**config.mk**
```make
export PLATFORM = sky130hd
export DESIGN_NAME = vector_load_buffer
export DESIGN_NICKNAME = d
export VERILOG_FILES = /design/src/rtl/vector_load_buffer.sv
export SDC_FILE = /design/constraint.sdc
export NUM_CORES = 1
export LEC_CHECK = 0
export BUFFER_PORTS_ARGS = -buffer_cell sky130_fd_sc_hd__buf_2
export CAP_MARGIN = 20
export CORE_MARGIN = 2
export CORE_UTILIZATION = 52
export CTS_CLUSTER_DIAMETER = 40
export DETAILED_ROUTE_END_ITERATION = 6
export HOLD_SLACK_MARGIN = 0.02
export PLACE_DENSITY = 0.77
export SKIP_LAST_GASP = 1
export SLEW_MARGIN = 20
export SYNTH_ARGS = -nofsm -noshare
export SYNTH_HDL_FRONTEND = slang
export SYNTH_SLANG_ARGS = --single-unit
```
**constraint.sdc**
```tcl
create_clock -name clk -period 4.8 [get_ports clk]
set_clock_uncertainty 0.2 [all_clocks]
set_input_delay 0.48 -clock clk [delete_from_list [all_inputs] [get_ports clk]]
set_output_delay 0.48 -clock clk [all_outputs]
set_load 0.05 [all_outputs]
```
**src/rtl/vector_load_buffer.sv**
```systemverilog
// Packs a valid/ready element stream into N lanes and hands the vector to reduce_vector_alu.
// Optional macro ZERO_PAD_EN clears lanes beyond the current length when the vector launches.
module vector_load_buffer #(
  parameter int BITS = 8,
  parameter int N    = 8
) (
  input  logic            clk,
  input  logic            rst_n,
  input  logic [BITS-1:0] s_data,
  input  logic            s_valid,
  input  logic            s_last,
  input  logic [1:0]      s_sel,
  output logic            s_ready,
  output logic [BITS-1:0] vec [N-1:0],
  output logic [7:0]      vec_len,
  output logic [1:0]      sel,
  output logic            set,
  output logic            en,
  input  logic            done,
  output logic            busy,
  output logic            ovf_err
);

  localparam logic [2:0] IDLE   = 3'd0;
  localparam logic [2:0] FILL   = 3'd1;
  localparam logic [2:0] DRAIN  = 3'd2;
  localparam logic [2:0] LAUNCH = 3'd3;
  localparam logic [2:0] WAIT   = 3'd4;

  localparam logic [8:0] NCNT = 9'(N);

  logic [2:0]      r_state;
  logic [8:0]      r_count;
  logic [BITS-1:0] r_vec [N-1:0];
  logic [7:0]      r_vec_len;
  logic [1:0]      r_sel;
  logic            r_set;
  logic            r_en;
  logic            r_busy;
  logic            r_ovf;
  logic            r_ready;

  logic            w_acc;
  logic [2:0]      w_state_nxt;
  logic [8:0]      w_cnt_nxt;
  logic            w_wr;
  logic            w_launch;
  logic            w_done_ack;
  logic [8:0]      w_widx;

  assign w_acc = s_valid && r_ready;

  always_comb begin
    w_state_nxt = r_state;
    w_cnt_nxt   = r_count;
    w_wr        = 1'b0;
    case (r_state)
      IDLE: begin
        if (w_acc) begin
          w_wr        = 1'b1;
          w_cnt_nxt   = 9'd1;
          w_state_nxt = s_last ? LAUNCH : FILL;
        end
      end
      FILL: begin
        if (w_acc) begin
          w_wr      = 1'b1;
          w_cnt_nxt = r_count + 9'd1;
          if (s_last)                 w_state_nxt = LAUNCH;
          else if (w_cnt_nxt == NCNT) w_state_nxt = DRAIN;
        end
      end
      DRAIN: begin
        if (w_acc && s_last) w_state_nxt = LAUNCH;
      end
      LAUNCH: w_state_nxt = WAIT;
      WAIT: begin
        if (done) begin
          w_state_nxt = IDLE;
          w_cnt_nxt   = 9'd0;
        end
      end
      default: w_state_nxt = IDLE;
    endcase
  end

  // LAUNCH is only ever entered from an accepted s_last beat
  assign w_launch   = (w_state_nxt == LAUNCH);
  assign w_done_ack = (r_state == WAIT) && done;
  assign w_widx     = (r_state == IDLE) ? 9'd0 : r_count;

  always_ff @(posedge clk or negedge rst_n) begin
    if (!rst_n) begin
      r_state   <= IDLE;
      r_count   <= 9'd0;
      r_vec_len <= 8'd0;
      r_sel     <= 2'd0;
      r_set     <= 1'b0;
      r_en      <= 1'b0;
      r_busy    <= 1'b0;
      r_ovf     <= 1'b0;
      r_ready   <= 1'b0;
    end else begin
      r_state <= w_state_nxt;
      r_count <= w_cnt_nxt;
      r_ready <= (w_state_nxt == IDLE) || (w_state_nxt == FILL) || (w_state_nxt == DRAIN);
      r_set   <= w_launch;

      if (w_launch) begin
        r_sel     <= s_sel;
        r_vec_len <= 8'(w_cnt_nxt - 9'd1);
      end

      if (w_launch)        r_en <= 1'b1;
      else if (w_done_ack) r_en <= 1'b0;

      if (r_state == IDLE && w_acc) r_busy <= 1'b1;
      else if (w_done_ack)          r_busy <= 1'b0;

      if (r_state == IDLE && w_acc)
        r_ovf <= 1'b0;
      else if (r_state == FILL && w_acc && !s_last && w_cnt_nxt == NCNT)
        r_ovf <= 1'b1;
    end
  end

  always_ff @(posedge clk or negedge rst_n) begin
    if (!rst_n) begin
      for (int i = 0; i < N; i++) r_vec[i] <= '0;
    end else begin
      for (int i = 0; i < N; i++) begin
        if (w_wr && w_widx == 9'(i))
          r_vec[i] <= s_data;
`ifdef ZERO_PAD_EN
        else if (w_launch && 9'(i) >= w_cnt_nxt)
          r_vec[i] <= '0;
`endif
      end
    end
  end

  assign s_ready = r_ready;
  assign vec     = r_vec;
  assign vec_len = r_vec_len;
  assign sel     = r_sel;
  assign set     = r_set;
  assign en      = r_en;
  assign busy    = r_busy;
  assign ovf_err = r_ovf;

endmodule

```
==> out/results.tsv, run 1 <==
metric	value	unit
leakage	2.46	nW
hold_start	s_sel[0]	
hold_violations	0	
initial_core_util	53.4	%
grt_pass1_vias	2903	
gp_congestion	0.886	
slew_viol_final	0	
synth.yosys.seq_area_share	55.2	%
r2r_start	r_state[1]$_DFF_PN0_	
cp_data_arrival_time	2.86	ns
core-area	0.00773	sq mm
cts_root_buffer	clkbuf_8	
die_x	93.1	um
met1Wirelength	3860	um
vias	2890	
n_antenna_cell	0	
cts.sinks	91	
drt_iter0_markers	301	
grt_max_degree	61	
final_util	63.2	%
yosys_warnings	0	
path_clk_slew	0.09	ns
ir_drop	377	uV
die_h	93.1	um
synthTopCellsByArea	dfrtp_1 (55%), mux2_2 (17%), nand2_1 (2.5%), o21ai_0 (2.1%), nor2_4 (1.4%)	
cts_tree	yes	
htreeDepth	3	
netlist_area	0.00413	sq mm
cp-startpoint	r_state[1]$_DFF_PN0_	
area_delta_synth_final	18.2	%
period_share	59.2	%
min_to	sel[0]$_DFFE_PN0N_	
rsz0062_at_grt	false	
synthCells	320	
placed_area	0.00467	sq mm
dr.pass1.iters	5	
globalRouteOverflowTotal	0	
final_cell_area	0.00488	sq mm
post_cts_buffers	0	
nets	434	
grt_usage	22.1	%
met3_length	462	um
slowest_stage	dfrtp_1	
crit_buf_inv	0	
drc	0	
dr.max_layer_used	met4	
drive_gt1_share	47.6	%
fmaxAchievable	352	MHz
power_density	735	mW/mm^2
cts_hold_buffers	1	
die_area	0.00867	sq mm
cp_max_fo	12	
ys.flop_type	dfrtp_1	
rrSetupSlack	1.96	ns
via_per_inst	5.54	
critical-path-top-delay-family	simple AND/OR/NAND/NOR gates	
crit_path_start_kind	flop	
synthesis.nets	339	
tightest_slew	0.744	ns
drtAntennaViolNets	0	
synth_edf_count	0	
min_period	2.84	ns
finalSetupViolCount	0	
ys_types	58	
wirelength	9210	um
async_flop_share	100	%
synth-seq-cells	91	
outcome	completed	
maxCapViolations	0	
numCtsBuffers	9	
cp-end-kind	flop	
crit_path_max_incr_delay	0.54	ns
antenna_found_initial	0	
worstHoldPathType	input pin to flop	
min_path_cells	3	
grt_pass1_wl	14700	um
dp_hpwl	6470	um
r2r-end	vec_len[7]$_DFFE_PN0N_	
postSynthAreaPerCell	12.9	sq um
worstSetupPathType	flop to flop	
synthTopCellsByCount	dfrtp_1 (91), mux2_2 (64), nand2_1 (27)	
reg2reg_depth	6	
port_buffers	93	
finalSetupTns	0	ns
io_pins	94	
dr_wl_met2	4720	um
clock_latency	0.35	ns
synth_top_area_share	55.2	%
synth_most_common_cell	dfrtp_1	
cp.required	4.81	ns
wl_per_cell	17.6	um
synth_area_leader_cell	dfrtp_1	
clk_path_buf_depth	2	
slew_headroom	50.4	%
post_cts_resized	0	
crit_path_cell_trace	nand4bb_1, nor2_1, nand3_1, o21ai_0, and4_1, o31ai_2	
rows	32	
tightest hold or removal path: stages:
cell,delay (ns)
buf_2,0.07
nand2_1,0.04
nand2_1,0.05
layout make-up:
type | instances | area [sq um]
inverters | 8 | 30.0
repair buffers | 95 | 485
fillers | 615 | 2850
flip-flops and latches | 91 | 2280
multi-input cells | 210 | 1760
clock buffers | 10 | 128
well taps | 102 | 128
clock inverters | 6 | 71.3
sequential cells by signal, indices dropped and copies added, names as in the netlist:
| register | flops |
|---|---|
| busy | 1 |
| en | 1 |
| r_count | 9 |
| vec_len | 8 |
| set | 1 |
| ovf_err | 1 |
| sel | 2 |
| r_state | 3 |
| vec | 64 |
| s_ready | 1 |
layout by cell type, fill, tap and decap left out, types with 2 or more instances in the layout:
cell type	instances
nand3_1	9
nand2_2	2
and4_1	3
dfrtp_1	91
xnor2_1	4
or3_1	3
a211oi_1	6
clkbuf_8	9
nand2_1	27
and2_1	2
nor3_1	4
nor2_2	2
and3_1	2
ha_1	4
nand4b_1	2
xor2_1	2
buf_4	2
nor4_1	2
inv_1	8
a31oi_1	2
nand4_1	2
nor2_1	7
a21oi_1	6
nor2_4	5
o21ai_0	17
buf_2	92
nor3_4	3
mux2_2	64
where the power goes:
part,switching (W),internal [W],total (W),leakage (nW)
clock network,0.000282,0.000247,0.000529,0.0988
logic,0.00131,0.000529,0.00184,1.17
registers,0.000207,0.00102,0.00122,1.19
routing by layer:
metal,vias up,track usage (%)
met5,-,0
met4,0,8.58
met3,16,3.87
met2,102,36.7
met1,1422,29.1
li1,1350,-
worst max path at each step:
stage / to / cells past startpoint / slack, ns
finish: vec_len[7]$_DFFE_PN0N_ / 6 / 1.96
global route: vec_len[7]$_DFFE_PN0N_ / 6 / 1.83
CTS: vec_len[7]$_DFFE_PN0N_ / 6 / 1.98
detailed placement: vec_len[6]$_DFFE_PN0N_ / 11 / 1.93
global placement: vec_len[6]$_DFFE_PN0N_ / 11 / 2.07
floorplan: vec_len[6]$_DFFE_PN0N_ / 10 / 2.09
through the flow:
step | setup slack, ns | hold slack (ns) | total power (W) | cells
2_1_floorplan | 2.09 | -0.0156 | 0.00267 | 320
3_3_place_gp | 2.07 | 0.229 | 0.00303 | 505
3_5_place_dp | 1.93 | 0.235 | 0.00308 | 505
4_1_cts | 1.98 | 0.112 | 0.00362 | 522
5_1_grt | 1.83 | 0.121 | 0.00377 | 522
6_report | 1.96 | 0.119 | 0.00359 | 522
kinds of logic (layout without fill, tap and decap cells):
| logic type | after synthesis | in the layout | share of synthesized area (%) |
|---|---|---|---|
| xor gates and xnor gates | 6 | 6 | 1.27 |
| adders and majority gates | 4 | 4 | 1.21 |
| and+or+nand+nor | 90 | 90 | 14.4 |
| DFF | 91 | 91 | 55.2 |
| muxes | 66 | 66 | 18.0 |
| buffers and inverters | 19 | 119 | 2.15 |
| AOI/OAI and AO/OA | 44 | 44 | 7.79 |
Power figures use the tool's default switching activity.
==> run 2: changes to the inputs <==
--- a/config.mk
+++ b/config.mk
@@ -5,14 +5,15 @@
 export SDC_FILE = /design/constraint.sdc
 export NUM_CORES = 1
 export LEC_CHECK = 0
+export ABC_AREA = 1
 export BUFFER_PORTS_ARGS = -buffer_cell sky130_fd_sc_hd__buf_2
 export CAP_MARGIN = 20
 export CORE_MARGIN = 2
-export CORE_UTILIZATION = 52
+export CORE_UTILIZATION = 49
 export CTS_CLUSTER_DIAMETER = 40
 export DETAILED_ROUTE_END_ITERATION = 6
 export HOLD_SLACK_MARGIN = 0.02
-export PLACE_DENSITY = 0.77
+export PLACE_DENSITY = 0.76
 export SKIP_LAST_GASP = 1
 export SLEW_MARGIN = 20
 export SYNTH_ARGS = -nofsm -noshare
==> constraint.sdc (replaced) <==
create_clock -name clk -period 2.6 [get_ports clk]
set_clock_uncertainty 0.2 [all_clocks]
set_input_delay 0.26 -clock clk [delete_from_list [all_inputs] [get_ports clk]]
set_output_delay 0.26 -clock clk [all_outputs]
set_load 0.05 [all_outputs]
==> out/results.tsv, run 2 <==
metric	value	unit
pre_cts_ws	0.0958	ns
drc	0	
worstSetupPathType	flop to flop	
grt_usage	22.5	%
io_pins	94	
core-area	0.00864	sq mm
drive_gt1_share	25.9	%
wl_per_cell	14.0	um
hold_violations	0	
outcome	completed	
gp_congestion	0.822	
wirelength	10200	um
busiest_layer	met2	
ys.flop_type	dfrtp_1	
fin_ws	0.235	ns
final_common_cell	nand2_1	
synthTopCellsByArea	dfrtp_1 (53%), nand2_1 (21%), nand4_1 (5.6%), nand3_1 (2.5%), nand3_4 (2.4%)	
cp-startpoint	s_ready$_DFF_PN0_	
grt_pass1_wl	17500	um
async_flop_share	100	%
period_share	91.0	%
synth_compound_area_share	2.78	%
netlist_area	0.00432	sq mm
synthesis.nets	532	
min_period	2.37	ns
ys_types	33	
path_clk_slew	0.10	ns
cts_root_buffer	clkbuf_8	
fmaxAchievable	423	MHz
power_density	1260	mW/mm^2
antenna_found_initial	0	
vias	3756	
dr.pass1.iters	4	
die_x	97.9	um
grt_max_degree	55	
synth_fa_ha_area_share	1.16	%
drtAntennaViolNets	0	
rsz0062_at_grt	false	
cts_tree	yes	
final_cells	729	
synth_most_common_cell	nand2_1	
synth-simple-area-share	37.1	%
synth_top_family_by_area	simple AND/OR/NAND/NOR gates	
initial_core_util	50.0	%
ir_drop	773	uV
htreeDepth	3	
grt_util_met1	31.0	%
tightest_slew	0.669	ns
use_met3	3.87	%
nets	635	
slew_headroom	55.4	%
hold_start	s_data[4]	
finalSetupViolCount	0	
synth-xor-area-share	0.608	%
reg2reg_depth	13	
cp-end-kind	flop	
via_per_inst	5.15	
most-common-layout-cells	nand2_1 (243), buf_2 (92), dfrtp_1 (89)	
synthTopCellsByCount	nand2_1 (244), dfrtp_1 (91), nand4_1 (39)	
rows	34	
min_path_cells	3	
grt_use_met2	36.3	%
area_delta_synth_final	19.6	%
synth_mux_area_share	0	%
slew_viol_final	0	
postSynthAreaPerCell	8.42	sq um
drt_iter0_markers	213	
die_h	97.9	um
synth.yosys.seq_area_share	52.7	%
finalSetupTns	0	ns
largest_reg_flops	64	
yosys_warnings	0	
die_area	0.00958	sq mm
synth_area_leader_cell	dfrtp_1	
dp_cells	703	
cp_max_fo	8	
synthCells	513	
maxCapViolations	0	
synth_edf_count	0	
fill_cells	776	
cp.required	2.67	ns
clock_latency	0.37	ns
globalRouteOverflowTotal	0	
clk_path_buf_depth	2	
synth_top_area_share	52.7	%
crit_path_start_kind	flop	
dp_hpwl	7310	um
r2r_start	s_ready$_DFF_PN0_	
n_antenna_cell	0	
port_buffers	93	
cp_data_arrival_time	2.43	ns
numCtsBuffers	9	
worstHoldPathType	input pin to flop	
cts.sinks	91	
synth-seq-cells	91	
leakage	2.91	nW
grt_pass1_vias	3621	
[run 2: cell count changes after synthesis, moves of 8 or more]
cell | previous run | this run
nand2_1 | 27 | 244
mux2_2 | 64 | 0
nand4_1 | 2 | 39
o21ai_0 | 17 | 2
nand3_1 | 9 | 22
nor2_1 | 7 | 18
inv_1 | 8 | 17
clkbuf_2 | 0 | 8
[run 2: per-stage QoR]
| step | util (%) | power, W | cell area [sq um] | hold WS (ns) |
|---|---|---|---|---|
| 3_3_place_gp | 56.3 | 0.00547 | 4860 | 0.131 |
| 4_1_cts | 59.7 | 0.00651 | 5160 | 0.0239 |
| 3_5_place_dp | 56.3 | 0.00555 | 4860 | 0.139 |
| 2_1_floorplan | - | 0.00482 | 4320 | -0.236 |
| 6_report | 59.8 | 0.00649 | 5160 | 0.0371 |
| 5_1_grt | 59.8 | 0.00691 | 5160 | 0.0388 |
[run 2: path summary, 6_finish.rpt]
| check | to | slack [ns] |
|---|---|---|
| setup / recovery | vec_len[6]$_DFFE_PN0N_ | 0.23 |
| hold / removal | vec[36]$_DFFE_PN0P_ | 0.04 |
| setup reg to reg | vec_len[6]$_DFFE_PN0N_ | 0.23 |
| hold reg to reg | vec[47]$_DFFE_PN0P_ | 0.27 |
| max in group asynchronous | r_state[0]$_DFF_PN0_ | 1.12 |
| min in group asynchronous | vec[38]$_DFFE_PN0P_ | 0.27 |
[run 2: worst max-delay path, stage by stage, from the launching register on]
cell,delay (ns)
dfrtp_1,0.42
nand2_2,0.19
ha_1,0.27
nand2_1,0.06
nand3_1,0.16
inv_1,0.17
ha_1,0.21
nand3_1,0.10
nor2_2,0.16
nand2_1,0.07
nand2_1,0.06
nand2_1,0.07
nand3_1,0.07
nand2_1,0.05
[run 2: repair_timing]
item,CTS,global route
hold buffers,10,0
setup buffers,0,0
gates resized for setup,0,4
endpoints found under the hold margin,70,0
endpoints found under the setup margin,0,2
[run 2: layer usage]
metal  up-vias  routed length, um
li1       1855                  -
met1      1769               4580
met2       116               4850
met3        16                614
met4         0                165
met5         -                  0
[run 2: power by group]
part           switching (W)  total, W  internal [W]
registers           0.000273   0.00211       0.00184
clock network       0.000559  0.000952      0.000394
logic                0.00260   0.00342      0.000825
total                0.00343   0.00649       0.00306
[run 2: kinds of logic (layout without fill, tap and decap cells)]
kind of cell	count (synthesis)	after routing
compound gates	16	16
xor+xnor	3	3
fa+ha+maj	4	4
buf+inv	47	155
flops	91	91
simple gates	352	352
[run 2: cell type report]
class | instances | area [sq um] | share of cell area, %
Clock buffer | 10 | 138 | 2.66
Clock inverter | 6 | 55.1 | 1.07
Inverter | 23 | 86.3 | 1.67
Multi-Input combinational cell | 375 | 1810 | 35.0
Sequential cell | 91 | 2280 | 44.1
Tap cell | 108 | 135 | 2.62
Timing Repair Buffer | 116 | 666 | 12.9
